<file path="src/rtl/tdc_multi_channel_core.sv">
// -----------------------------------------------------------------------------
// tdc_multi_channel_core
//
// Multi-channel coarse time-to-digital converter.
//
// A common start edge launches a coarse counter. Each stop channel captures the
// counter value on its first rising edge. Channels that never stop before the
// counter reaches its maximum are forced to full scale and flagged as overflow.
// In averaging mode, 2^AVG_LOG2 shots are accumulated per channel before the
// truncated mean is published. Results are read back one byte at a time.
//
// Ports
//   clk        : single clock; all logic is rising-edge
//   rst_n      : asynchronous active-low reset
//   start_i    : common start (rising edge used)
//   stop_i     : per-channel stop, N_CH bits (rising edges used)
//   mode_i     : 0 = single-shot, 1 = averaging (latched at batch start)
//   rd_i       : readout strobe; data_o updates on the following clock
//   ch_sel_i   : readout channel (values >= N_CH read as 0x00)
//   byte_sel_i : 0 = result[7:0], 1 = result[15:8], 2 = status, 3 = 0x00
//   data_o     : registered readout byte
//   busy_o     : high while ARMED or DONE
//   valid_o    : result registers hold a completed batch
//
// State  | meaning
// -------+-------------------------------------------------------------
// IDLE   | waiting for a start edge
// ARMED  | counter running, capturing first stop edge per channel
// DONE   | one clock: accumulate shot, publish result at batch end
// -----------------------------------------------------------------------------
module tdc_multi_channel_core #(
  parameter int N_CH     = 4,
  parameter int CNT_W    = 12,
  parameter int AVG_LOG2 = 2
) (
  input  logic            clk,
  input  logic            rst_n,
  input  logic            start_i,
  input  logic [N_CH-1:0] stop_i,
  input  logic            mode_i,
  input  logic            rd_i,
  input  logic [2:0]      ch_sel_i,
  input  logic [1:0]      byte_sel_i,
  output logic [7:0]      data_o,
  output logic            busy_o,
  output logic            valid_o
);

  localparam int ACC_W = CNT_W + AVG_LOG2;
  localparam int SH_W  = AVG_LOG2 + 1;
  localparam logic [CNT_W-1:0] CNT_MAX = '1;
  localparam logic [SH_W-1:0]  SHOTS   = SH_W'(1 << AVG_LOG2);

  typedef enum logic [1:0] {
    S_IDLE  = 2'd0,
    S_ARMED = 2'd1,
    S_DONE  = 2'd2
  } state_t;

  state_t state, state_nxt;

  logic            start_q;
  logic [N_CH-1:0] stop_q;
  logic            start_edge;
  logic [N_CH-1:0] stop_edge;

  logic [CNT_W-1:0] cnt;
  logic [N_CH-1:0]  flags;
  logic [N_CH-1:0]  flags_nxt;
  logic [N_CH-1:0]  cap_en;
  logic [N_CH-1:0]  ovf;
  logic [SH_W-1:0]  shot_cnt;
  logic [SH_W-1:0]  shot_nxt;
  logic             mode_lat;
  logic             valid;
  logic             timeout;
  logic             batch_end;

  logic [CNT_W-1:0] cap     [N_CH];
  logic [ACC_W-1:0] acc     [N_CH];
  logic [ACC_W-1:0] acc_sum [N_CH];
  logic [CNT_W-1:0] res     [N_CH];

  logic [7:0]  rd_byte;
  logic [15:0] res16;

  assign start_edge = start_i & ~start_q;
  assign stop_edge  = stop_i & ~stop_q;
  assign timeout    = (cnt == CNT_MAX);
  assign shot_nxt   = shot_cnt + 1'b1;
  // Single mode publishes every shot; averaging waits for the full batch.
  assign batch_end  = !mode_lat || (shot_nxt == SHOTS);
  assign busy_o     = (state != S_IDLE);
  assign valid_o    = valid;

  always_ff @(posedge clk or negedge rst_n) begin
    if (!rst_n) begin
      start_q <= 1'b0;
      stop_q  <= '0;
    end else begin
      start_q <= start_i;
      stop_q  <= stop_i;
    end
  end

  always_ff @(posedge clk or negedge rst_n) begin
    if (!rst_n) state <= S_IDLE;
    else        state <= state_nxt;
  end

  always_comb begin
    state_nxt = state;
    cap_en    = '0;
    flags_nxt = flags;
    case (state)
      S_IDLE:  if (start_edge) state_nxt = S_ARMED;
      S_ARMED: begin
        cap_en    = stop_edge & ~flags;
        flags_nxt = flags | cap_en;
        if ((&flags_nxt) || timeout) state_nxt = S_DONE;
      end
      S_DONE:  state_nxt = S_IDLE;
      default: state_nxt = S_IDLE;
    endcase
  end

  always_comb begin
    for (int i = 0; i < N_CH; i++) acc_sum[i] = acc[i] + ACC_W'(cap[i]);
  end

  always_ff @(posedge clk or negedge rst_n) begin
    if (!rst_n) begin
      cnt      <= '0;
      flags    <= '0;
      ovf      <= '0;
      shot_cnt <= '0;
      mode_lat <= 1'b0;
      valid    <= 1'b0;
      for (int i = 0; i < N_CH; i++) begin
        cap[i] <= '0;
        acc[i] <= '0;
        res[i] <= '0;
      end
    end else begin
      case (state)
        S_IDLE: begin
          if (start_edge) begin
            cnt   <= CNT_W'(1);
            flags <= '0;
            // Mode, valid and overflow only change on the first shot of a batch.
            if (shot_cnt == '0) begin
              mode_lat <= mode_i;
              valid    <= 1'b0;
              ovf      <= '0;
            end
          end
        end
        S_ARMED: begin
          cnt   <= cnt + 1'b1;
          flags <= flags_nxt;
          for (int i = 0; i < N_CH; i++) begin
            if (cap_en[i]) begin
              cap[i] <= cnt;
            end else if (timeout && !flags_nxt[i]) begin
              cap[i] <= CNT_MAX;
              ovf[i] <= 1'b1;
            end
          end
        end
        S_DONE: begin
          for (int i = 0; i < N_CH; i++) begin
            if (batch_end) begin
              res[i] <= mode_lat ? CNT_W'(acc_sum[i] >> AVG_LOG2) : cap[i];
              acc[i] <= '0;
            end else begin
              acc[i] <= acc_sum[i];
            end
          end
          if (batch_end) begin
            shot_cnt <= '0;
            valid    <= 1'b1;
          end else begin
            shot_cnt <= shot_nxt;
          end
        end
        default: ;
      endcase
    end
  end

  always_comb begin
    rd_byte = 8'h00;
    res16   = 16'h0000;
    for (int i = 0; i < N_CH; i++) begin
      if (ch_sel_i == 3'(i)) begin
        res16 = 16'(res[i]);
        case (byte_sel_i)
          2'd0:    rd_byte = res16[7:0];
          2'd1:    rd_byte = res16[15:8];
          2'd2:    rd_byte = {ovf[i], valid, busy_o, mode_lat, 4'b0000};
          default: rd_byte = 8'h00;
        endcase
      end
    end
  end

  always_ff @(posedge clk or negedge rst_n) begin
    if (!rst_n)    data_o <= 8'h00;
    else if (rd_i) data_o <= rd_byte;
  end

endmodule

</file>
<file path="config.mk">
export PLATFORM = sky130hd
export DESIGN_NAME = tdc_multi_channel_core
export DESIGN_NICKNAME = d
export VERILOG_FILES = /design/src/rtl/tdc_multi_channel_core.sv
export SDC_FILE = /design/constraint.sdc
export NUM_CORES = 1
export LEC_CHECK = 0
export ABC_AREA = 1
export CELL_PAD_IN_SITES_DETAIL_PLACEMENT = 2
export CELL_PAD_IN_SITES_GLOBAL_PLACEMENT = 2
export CORE_MARGIN = 2
export CORE_UTILIZATION = 35
export CTS_CLUSTER_SIZE = 12
export DETAILED_ROUTE_END_ITERATION = 8
export PLACE_DENSITY = 0.84
export RECOVER_POWER = 100
export SKIP_LAST_GASP = 1
export SYNTH_ARGS = -nofsm -noshare
export SYNTH_HDL_FRONTEND = slang
export SYNTH_SLANG_ARGS = --single-unit
</file>
<file path="constraint.sdc">
create_clock -name clk -period 2.5 [get_ports clk]
set_input_delay 0.5 -clock clk [delete_from_list [all_inputs] [get_ports clk]]
set_output_delay 0.5 -clock clk [all_outputs]
set_load 0.01 [all_outputs]
</file>
Yosys cells after proc, flatten, opt, wreduce, memory -nomap -nowiden

Index checks and enable logic that the tools add are counted.
W data, S select, Z words.

Logic and storage cells: 144
Flip-flop bits (word level): 192
Bits of input ports: 14
Output and inout port bits: 10

Reduce and logical (&&, ||, !) cells: 36
Muxes and demuxes: 49
$add $sub $neg: 6
Bitwise logic cells: 7
Eq/ne operators: 21

Operator list:

| kind                    | number |
|---|---|
| $mux W12                | 13 |
| $pmux W8 S3             | 4 |
| $add A14 B12 Y14        | 4 |
| $mux W14                | 4 |
| $mux W8                 | 4 |
| $ne A2 B2 Y1 const B    | 12 |
| $pmux W12 S2            | 1 |
| $mux W4                 | 5 |
| $reduce_and A5 Y1       | 4 |
| $pmux W4 S2             | 2 |
| $reduce_and A2 Y1       | 7 |
| $reduce_bool A2 Y1      | 7 |
| $add A12 B1 Y12 const B | 1 |
| $eq A12 B12 Y1 const B  | 1 |
| $mux W1                 | 11 |
| $and A4 B4 Y4           | 2 |
| $not A4 Y4              | 2 |
| $reduce_and A4 Y1       | 2 |
| $eq A3 B2 Y1 const B    | 2 |
| $logic_not A3 Y1        | 2 |
| $logic_not A1 Y1        | 5 |
| $eq A2 B1 Y1 const B    | 2 |
| $eq A2 B2 Y1 const B    | 2 |
| $logic_and A1 B1 Y1     | 4 |
| other kinds (13)        | 16 |

Longest topological paths before layout

Gate-level depths: netlist (run 1).

Word-level depth: 10
Mapped depth: 12
Depth with buffers taken out: 12

Least setup slack after synthesis (run 1)

OpenSTA, ideal clock, no wires.

Kind: reg-to-reg
Start point: register cap[0] (netlist name)
End point: register res[6] (netlist name)
Setup slack: 0.654 ns
Library setup time: 0.117 ns
Arrival: 1.729 ns
Buffers on the path: 0
Period minus slack after synthesis: 1.846 ns
Stages on the path, launching flop included: 10
Required time: 2.383 ns
Path through: dfrtp_1 -> ha_1 -> fa_1 -> nand3_1 -> nand3_1 -> a21oi_1 -> xor2_1 -> nand2_1 -> nand2_1 -> nand2_1

Cells in the longest elaborated chain, start to end: 2

Ends and longest elaborated chain:

| element                           | line | source |
|---|---|---|
| from (decl)                       | 79   | `logic [CNT_W-1:0] cap [N_CH];` |
| from (signal, indexed assignment) | 163  | `cap[i] <= cnt;` |
| $add A14 B12 Y14                  | 128  | `for (int i = 0; i < N_CH; i++) acc_sum[i] = acc[i] + ACC_W'(cap[i]);` |
| $mux W12                          | 173  | `res[i] <= mode_lat ? CNT_W'(acc_sum[i] >> AVG_LOG2) : cap[i];` |
| to (signal, indexed assignment)   | 173  |  |
| to (decl)                         | 82   | `logic [CNT_W-1:0] res [N_CH];` |

Every way passes these cells.
A chain may end at the register's enable or synchronous reset.

Worst setup path after layout (run 1)

Start point: register state[0]
End point: output port busy_o

Cells in the longest elaborated chain, start to end: 1

Ends and longest elaborated chain:

| element                | line | source |
|---|---|---|
| from (decl)            | 60   | `state_t state, state_nxt;` |
| from (signal assigned) | 108  | `else state <= state_nxt;` |
| $reduce_bool A2 Y1     | 93   | `assign busy_o = (state != S_IDLE);` |
| to (decl)              | 45   | `output logic busy_o,` |

Every way passes these cells.

==> impl_metrics.env, run 1 <==
export IMPL_cts_hold_buf=0
export IMPL_final_common_cell="nand2_1"
export IMPL_r2r_start="shot_cnt[0]$_DFFE_PN0P_"
export IMPL_slew_violations=0
export IMPL_cellPowerDensity_mw_per_mm2=1530
export IMPL_post_cts_buffers=0
export IMPL_fp_dieW_microns=185.8
export IMPL_critPathRequiredTime_ps=2000
export IMPL_worstMarginPinSlew_ps=1485
export IMPL_cts_tree="yes"
export IMPL_gp_congestion=0.9025
export IMPL_fin_cells=2081
export IMPL_yosysWarnings=0
export IMPL_min_period_ps=2346
export IMPL_tns_ps=0
export IMPL_ioPinCount=24
export IMPL_synthFlopType="dfrtp_1"
export IMPL_synthAdderAreaFrac=0.06318
export IMPL_worst_path_max_fanout=3
export IMPL_slowest_stage="dlygate4sd3_1"
export IMPL_path_delay_family="buffers and inverters"
export IMPL_r2r_slack_ps=180
export IMPL_area_delta_synth_final_pct=11.81
export IMPL_clock_sinks=192
export IMPL_cp_end_kind="output port"
export IMPL_ys_ff_latch=192
export IMPL_nFillCells=3889
export IMPL_multi_input_area_sq_mm=0.005593
export IMPL_synth_cells=1603
export IMPL_irDropWorstVdd_mv=0.8088
export IMPL_cts_clk_slew_worst_paths_ps=80
export IMPL_syn_avg_cell_area_sq_um=7.215
export IMPL_asyncSetResetFlopFracSynth=1.000
export IMPL_synth_top_family_by_area="simple AND/OR/NAND/NOR gates"
export IMPL_grt_max_degree=56
export IMPL_numCtsBuffers=17
export IMPL_critical_path_class="reg -> out"
export IMPL_die_area_sq_mm=0.03452
export IMPL_synth_enable_flop_cells=0
export IMPL_pre_cts_ws_ps=19.74
export IMPL_crit_path_start_kind="register"
export IMPL_final_setup_worst_slack_ps=153.6
export IMPL_grt_usage=0.2668
export IMPL_hpwl_mm=31.05
export IMPL_core_area_sq_mm=0.03254
export IMPL_final_cell_mix="nand2_1, inv_1, dfrtp_1"
export IMPL_cp_num_buf_inv=2
export IMPL_period_share=0.9386
export IMPL_slowest_delay_ps=630
export IMPL_regArea_sq_mm=0.004806
export IMPL_hold_path_class="in -> async"
export IMPL_fin_skew_ps=16.31
export IMPL_synth_simple_area_share=0.2768
export IMPL_grt_pass1_vias=12230
export IMPL_synth_area_mux_share=0
export IMPL_drc=0
export IMPL_antenna_left=0
export IMPL_synth_fp_nets=1673
export IMPL_max_cap_violations=0
export IMPL_placedCellCount=2050
export IMPL_clockBufferDepth=2
export IMPL_drt_initial_drc_count=506
export IMPL_grt_pass1_wl_mm=69.52
export IMPL_final_nets=1697
export IMPL_synth_compound_area_share=0.1256
export IMPL_io_buffers=23
export IMPL_ys_seq_area_frac=0.4154
export IMPL_die_y_microns=185.8
export IMPL_synth_xor_area_frac=0.01969
export IMPL_htreeDepth=4
export IMPL_synth_distinct_cells=34
export IMPL_first_pass_iters=5
export IMPL_num_vias=10890
export IMPL_slew_headroom=0.009697
export IMPL_clkLatencyLatePin_ps=470
export IMPL_antenna_cells=0
export IMPL_via_per_inst=5.233
export IMPL_synth_area_sq_mm=0.01157
export IMPL_outcome="finished, final reports clean"
export IMPL_antenna_found_initial=2
export IMPL_post_drt_wl_per_cell_microns=21.00
export IMPL_drive_gt1_frac=0.04942
export IMPL_setup_violations=0
export IMPL_reg2reg_to="res[15]$_DFFE_PN0P_"
export IMPL_rows=66
export IMPL_start_util=0.3555
export IMPL_timing_fmax_mhz=426.2
export IMPL_grt_setup_unrepaired="false"
export IMPL_cp_cell_sequence="nor2_1 > inv_1 > dlygate4sd3_1"
export IMPL_grt_overflow_total=0
export IMPL_cp_arrival_ps=1850
export IMPL_cts_root_buffer="clkbuf_16"
export IMPL_final_hold_viol_count=0
export IMPL_total_leakage_power_nw=6.933
export IMPL_wl_mm=43.69
export IMPL_worst_r2r_path_depth=9
export IMPL_cts_repair_resized=0
[cell type report]
type | instances | share of cell area
Multi-Input combinational cell | 1120 | 0.4325
Sequential cell | 192 | 0.3716
Inverter | 239 | 0.06937
Tap cell | 442 | 0.04276
Clock buffer | 22 | 0.03667
Timing Repair Buffer | 57 | 0.03512
Clock inverter | 9 | 0.01200
[kinds of logic (layout without fill, tap and decap cells)]
| logic type | after synthesis | in the layout |
|---|---|---|
| and+or+nand+nor | 774 | 774 |
| buffers and inverters | 291 | 327 |
| AOI/OAI and AO/OA | 264 | 264 |
| DFF | 192 | 192 |
| adders and majority gates | 56 | 56 |
| xor gates and xnor gates | 26 | 26 |
[stage by stage]
stage	cell area, sq um	power (mW)	hold slack [ps]	util
after CTS	13030	20.02	11.23	0.4003
after detailed placement	12400	16.57	479.4	0.3810
after global placement	12400	15.79	464.9	0.3810
after global routing	12930	21.60	470.1	0.3975
final	12930	19.79	367.2	0.3975
after floorplan	11570	12.91	204.4	-
[report_power, final]
group,internal (mW),total [mW],switching (mW)
Combinational,3.68,11.2,7.52
Sequential,4.40,5.50,1.10
Clock,1.76,3.08,1.33
[registers in the layout (all words and copies together), names as in the netlist]
| name | flops |
|---|---|
| valid_o | 1 |
| flags | 4 |
| res | 48 |
| mode_lat | 1 |
| state | 2 |
| stop_q | 4 |
| cap | 48 |
| start_q | 1 |
| shot_cnt | 3 |
| cnt | 12 |
| data_o | 8 |
| acc | 56 |
| ovf | 4 |
[routing by layer]
layer,part of all wire,track usage,up-vias
li1,-,-,5110
met5,0,0,-
met1,0.44,0.3394,5575
met3,0.031,0.04109,52
met4,0.021,0.07433,0
met2,0.50,0.4690,152
[how the worst max path moves through the flow]
stage	cells past startpoint	to	startpoint
detailed placement	6	cap[12]$_DFFE_PN0P_	stop_i[2]
global route	10	res[10]$_DFFE_PN0P_	cap[0]$_DFFE_PN0P_
global placement	6	cap[25]$_DFFE_PN0P_	stop_i[1]
CTS	9	res[18]$_DFFE_PN0P_	cap[12]$_DFFE_PN0P_
floorplan	9	res[6]$_DFFE_PN0P_	cap[0]$_DFFE_PN0P_
finish	3	busy_o	state[0]$_DFFE_PN0P_
[Yosys cell counts, types with 3 or more instances]
cell type  instances  area share
a21oi_1          126       0.055
nand3_1           93       0.040
o21ai_0           80       0.035
nor3_4             3      0.0042
buf_6              4      0.0039
xor2_1            13      0.0098
nor2_1           123       0.040
nor3_2             6      0.0052
nand4_1           14      0.0076
nor3_1             8      0.0035
o21bai_1           8      0.0052
xnor2_1           13      0.0098
clkbuf_1          29      0.0094
o22ai_1           10      0.0054
buf_2             18      0.0078
a22o_1            14       0.011
ha_1              52       0.056
o21ai_1            8      0.0035
or2_2              3      0.0016
nand2_1          513        0.17
inv_2              6      0.0019
o211ai_1          16       0.010
inv_1            232       0.075
fa_1               4      0.0069
dfrtp_1          192        0.42
and2_1             4      0.0022
No activity file was read; power rests on OpenSTA's default activity.
==> inputs of run 2 (changes only) <==
- DONT_BUFFER_PORTS: unset -> 1
- PLACE_DENSITY: 0.84 -> 0.82
- RECOVER_POWER: 100 -> unset
- TNS_END_PERCENT: unset -> 30
==> run 2 against run 1 <==
  * The run now ends with hold timing left
  * Cell count down 1.4%
  * Setup slack better by 110 ps
  * Sequential share of layout area up 0.76 points
  * Worst hold slack worse by 660 ps
  * Design area down 2.0%
  * Utilization down 0.80 points
  * Sequential cell count unchanged
  * Count of clock-buffer cells in the layout down 5
  * Critical endpoint is now cap[27]$_DFFE_PN0P_
  * Largest power group unchanged
  * Highest routed layer unchanged
==> impl_metrics.env, run 2 (synthesized netlist as in run 1, its figures left out) <==
export IMPL_outcome="finished with violations"
export IMPL_violations="hold timing"
export IMPL_drt_initial_drc_count=559
export IMPL_max_cap_violations=0
export IMPL_numCtsBuffers=17
export IMPL_regArea_sq_mm=0.004806
export IMPL_via_per_inst=5.301
export IMPL_final_hold_viol_count=192
export IMPL_worstMarginPinSlew_ps=1029
export IMPL_post_drt_wl_per_cell_microns=21.75
export IMPL_htreeDepth=4
export IMPL_slowest_delay_ps=790
export IMPL_antenna_cells=0
export IMPL_top_register="acc"
export IMPL_place_area_sq_mm=0.01208
export IMPL_antenna_left=0
export IMPL_antenna_found_initial=0
export IMPL_die_area_sq_mm=0.03452
export IMPL_grt_pass1_wl_mm=70.55
export IMPL_final_nets=1666
export IMPL_critPathRequiredTime_ps=2790
export IMPL_first_pass_iters=5
export IMPL_wl_mm=44.61
export IMPL_path_depth=7
export IMPL_slew_headroom=0.3115
export IMPL_r2r_slack_ps=260
export IMPL_cts_tree="yes"
export IMPL_r2r_start="cnt[0]$_DFFE_PN0P_"
export IMPL_rows=66
export IMPL_hpwl_mm=30.82
export IMPL_cts_root_buffer="clkbuf_16"
export IMPL_start_util=0.3555
export IMPL_slew_violations=0
export IMPL_reg_top3="acc x56, cap x48, res x48"
export IMPL_cts_clk_slew_worst_paths_ps=80
export IMPL_drive_gt1_frac=0.05221
export IMPL_tns_ps=0
export IMPL_critical_path_class="reg -> reg"
export IMPL_placedCellCount=2019
export IMPL_grt_max_degree=193
export IMPL_final_cell_area_sq_mm=0.01267
export IMPL_cp_num_buf_inv=1
export IMPL_power_mw=19.57
export IMPL_setup_violations=0
export IMPL_grt_usage=0.2728
export IMPL_cp_cell_sequence="ha_1 > nand2_1 > inv_1 > nand4_4 > nor3_2 > nor2_1 > a21oi_1"
export IMPL_fin_hold_ws_ps=-289.7
export IMPL_fin_cells=2051
export IMPL_nFillCells=3870
export IMPL_multi_input_area_sq_mm=0.005613
export IMPL_core_area_sq_mm=0.03254
export IMPL_total_leakage_power_nw=6.792
export IMPL_hold_path_class="in -> async"
export IMPL_cp_arrival_ps=2530
export IMPL_clock_sinks=192
export IMPL_post_cts_buffers=0
export IMPL_critical_path_startpoint="cnt[0]$_DFFE_PN0P_"
export IMPL_num_vias=10870
export IMPL_crit_path_start_kind="register"
export IMPL_clkLatencyLatePin_ps=480
export IMPL_slowest_stage="nor2_1"
export IMPL_grt_pass1_vias=12450
export IMPL_area_delta_synth_final_pct=9.574
export IMPL_io_buffers=0
export IMPL_min_period_ps=2241
export IMPL_grt_setup_unrepaired="false"
export IMPL_grt_overflow_total=0
export IMPL_cp_end_kind="register"
export IMPL_gp_congestion=0.8586
export IMPL_die_y_microns=185.8
export IMPL_worst_r2r_path_depth=7
export IMPL_clockBufferDepth=2
export IMPL_drc=0
export IMPL_largest_register_ffs=56
export IMPL_cellPowerDensity_mw_per_mm2=1544
export IMPL_final_common_cell="nand2_1"
export IMPL_fp_dieW_microns=185.8
export IMPL_ioPinCount=24
export IMPL_irDropWorstVdd_mv=0.9468
export IMPL_worst_path_max_fanout=12
export IMPL_timing_fmax_mhz=446.2
export IMPL_path_delay_family="simple AND/OR/NAND/NOR gates"
export IMPL_fin_skew_ps=17.04
export IMPL_final_cell_mix="nand2_1, inv_1, dfrtp_1"
export IMPL_period_share=0.8965
## run 2: changes by cell type in the layout (fill, tap and decap cells not counted), moves of 4 or more
cell and change:
o21ai_0 -6, clkbuf_1 -5, o21ai_1 +6, nor3_1 -4, clkbuf_2 -7, dlygate4sd3_1 -17, nor3_2 +4, inv_6 +4
clkdlybuf4s50_1 -5
## run 2: layer usage
metal / vias to the layer above / routed length (microns) / GRT usage
met5: - / 0 / 0
met4: 0 / 1404 / 0.1002
met3: 76 / 1495 / 0.04383
met2: 151 / 22200 / 0.4761
met1: 5586 / 19500 / 0.3391
li1: 5060 / - / -
## run 2: per-stage QoR
| stage | hold slack (ps) | setup WS, ps | util |
|---|---|---|---|
| floorplan | 204.4 | 654.2 | - |
| global placement | 209.9 | 416.0 | 0.3712 |
| detailed placement | 209.8 | 334.5 | 0.3712 |
| CTS | -294.8 | 281.8 | 0.3895 |
| global route | -299.1 | 101.9 | 0.3895 |
| finish | -289.7 | 258.8 | 0.3895 |
## run 2: final cells by class
type                       instances  share of cell area
inverter                         239             0.07079
sequential                       192              0.3792
clock buffer                      17             0.03357
multi-input combinational       1120              0.4429
timing repair buffer              26             0.01639
tap                              442             0.04364
clock inverter                    15             0.01353
## run 2: power by group
part	switching, mW	internal [mW]	leakage [nW]
Sequential	1.13	4.40	2.37
Combinational	7.49	3.64	4.13
Clock	1.48	1.43	0.289
## run 2: worst paths after layout
kind | end
min in group clk | stop_q[1]$_DFF_PN0_
min | acc[55]$_DFFE_PN0P_
min reg2reg | acc[20]$_DFFE_PN0P_
max | cap[27]$_DFFE_PN0P_
max reg2reg | cap[27]$_DFFE_PN0P_
max in group asynchronous | res[18]$_DFFE_PN0P_
## run 2: timing repair
item / in CTS / in global routing
setup endpoints to repair: 0 / 0
endpoints found under the hold margin: 192 / 192
gates resized for setup: 0 / 0
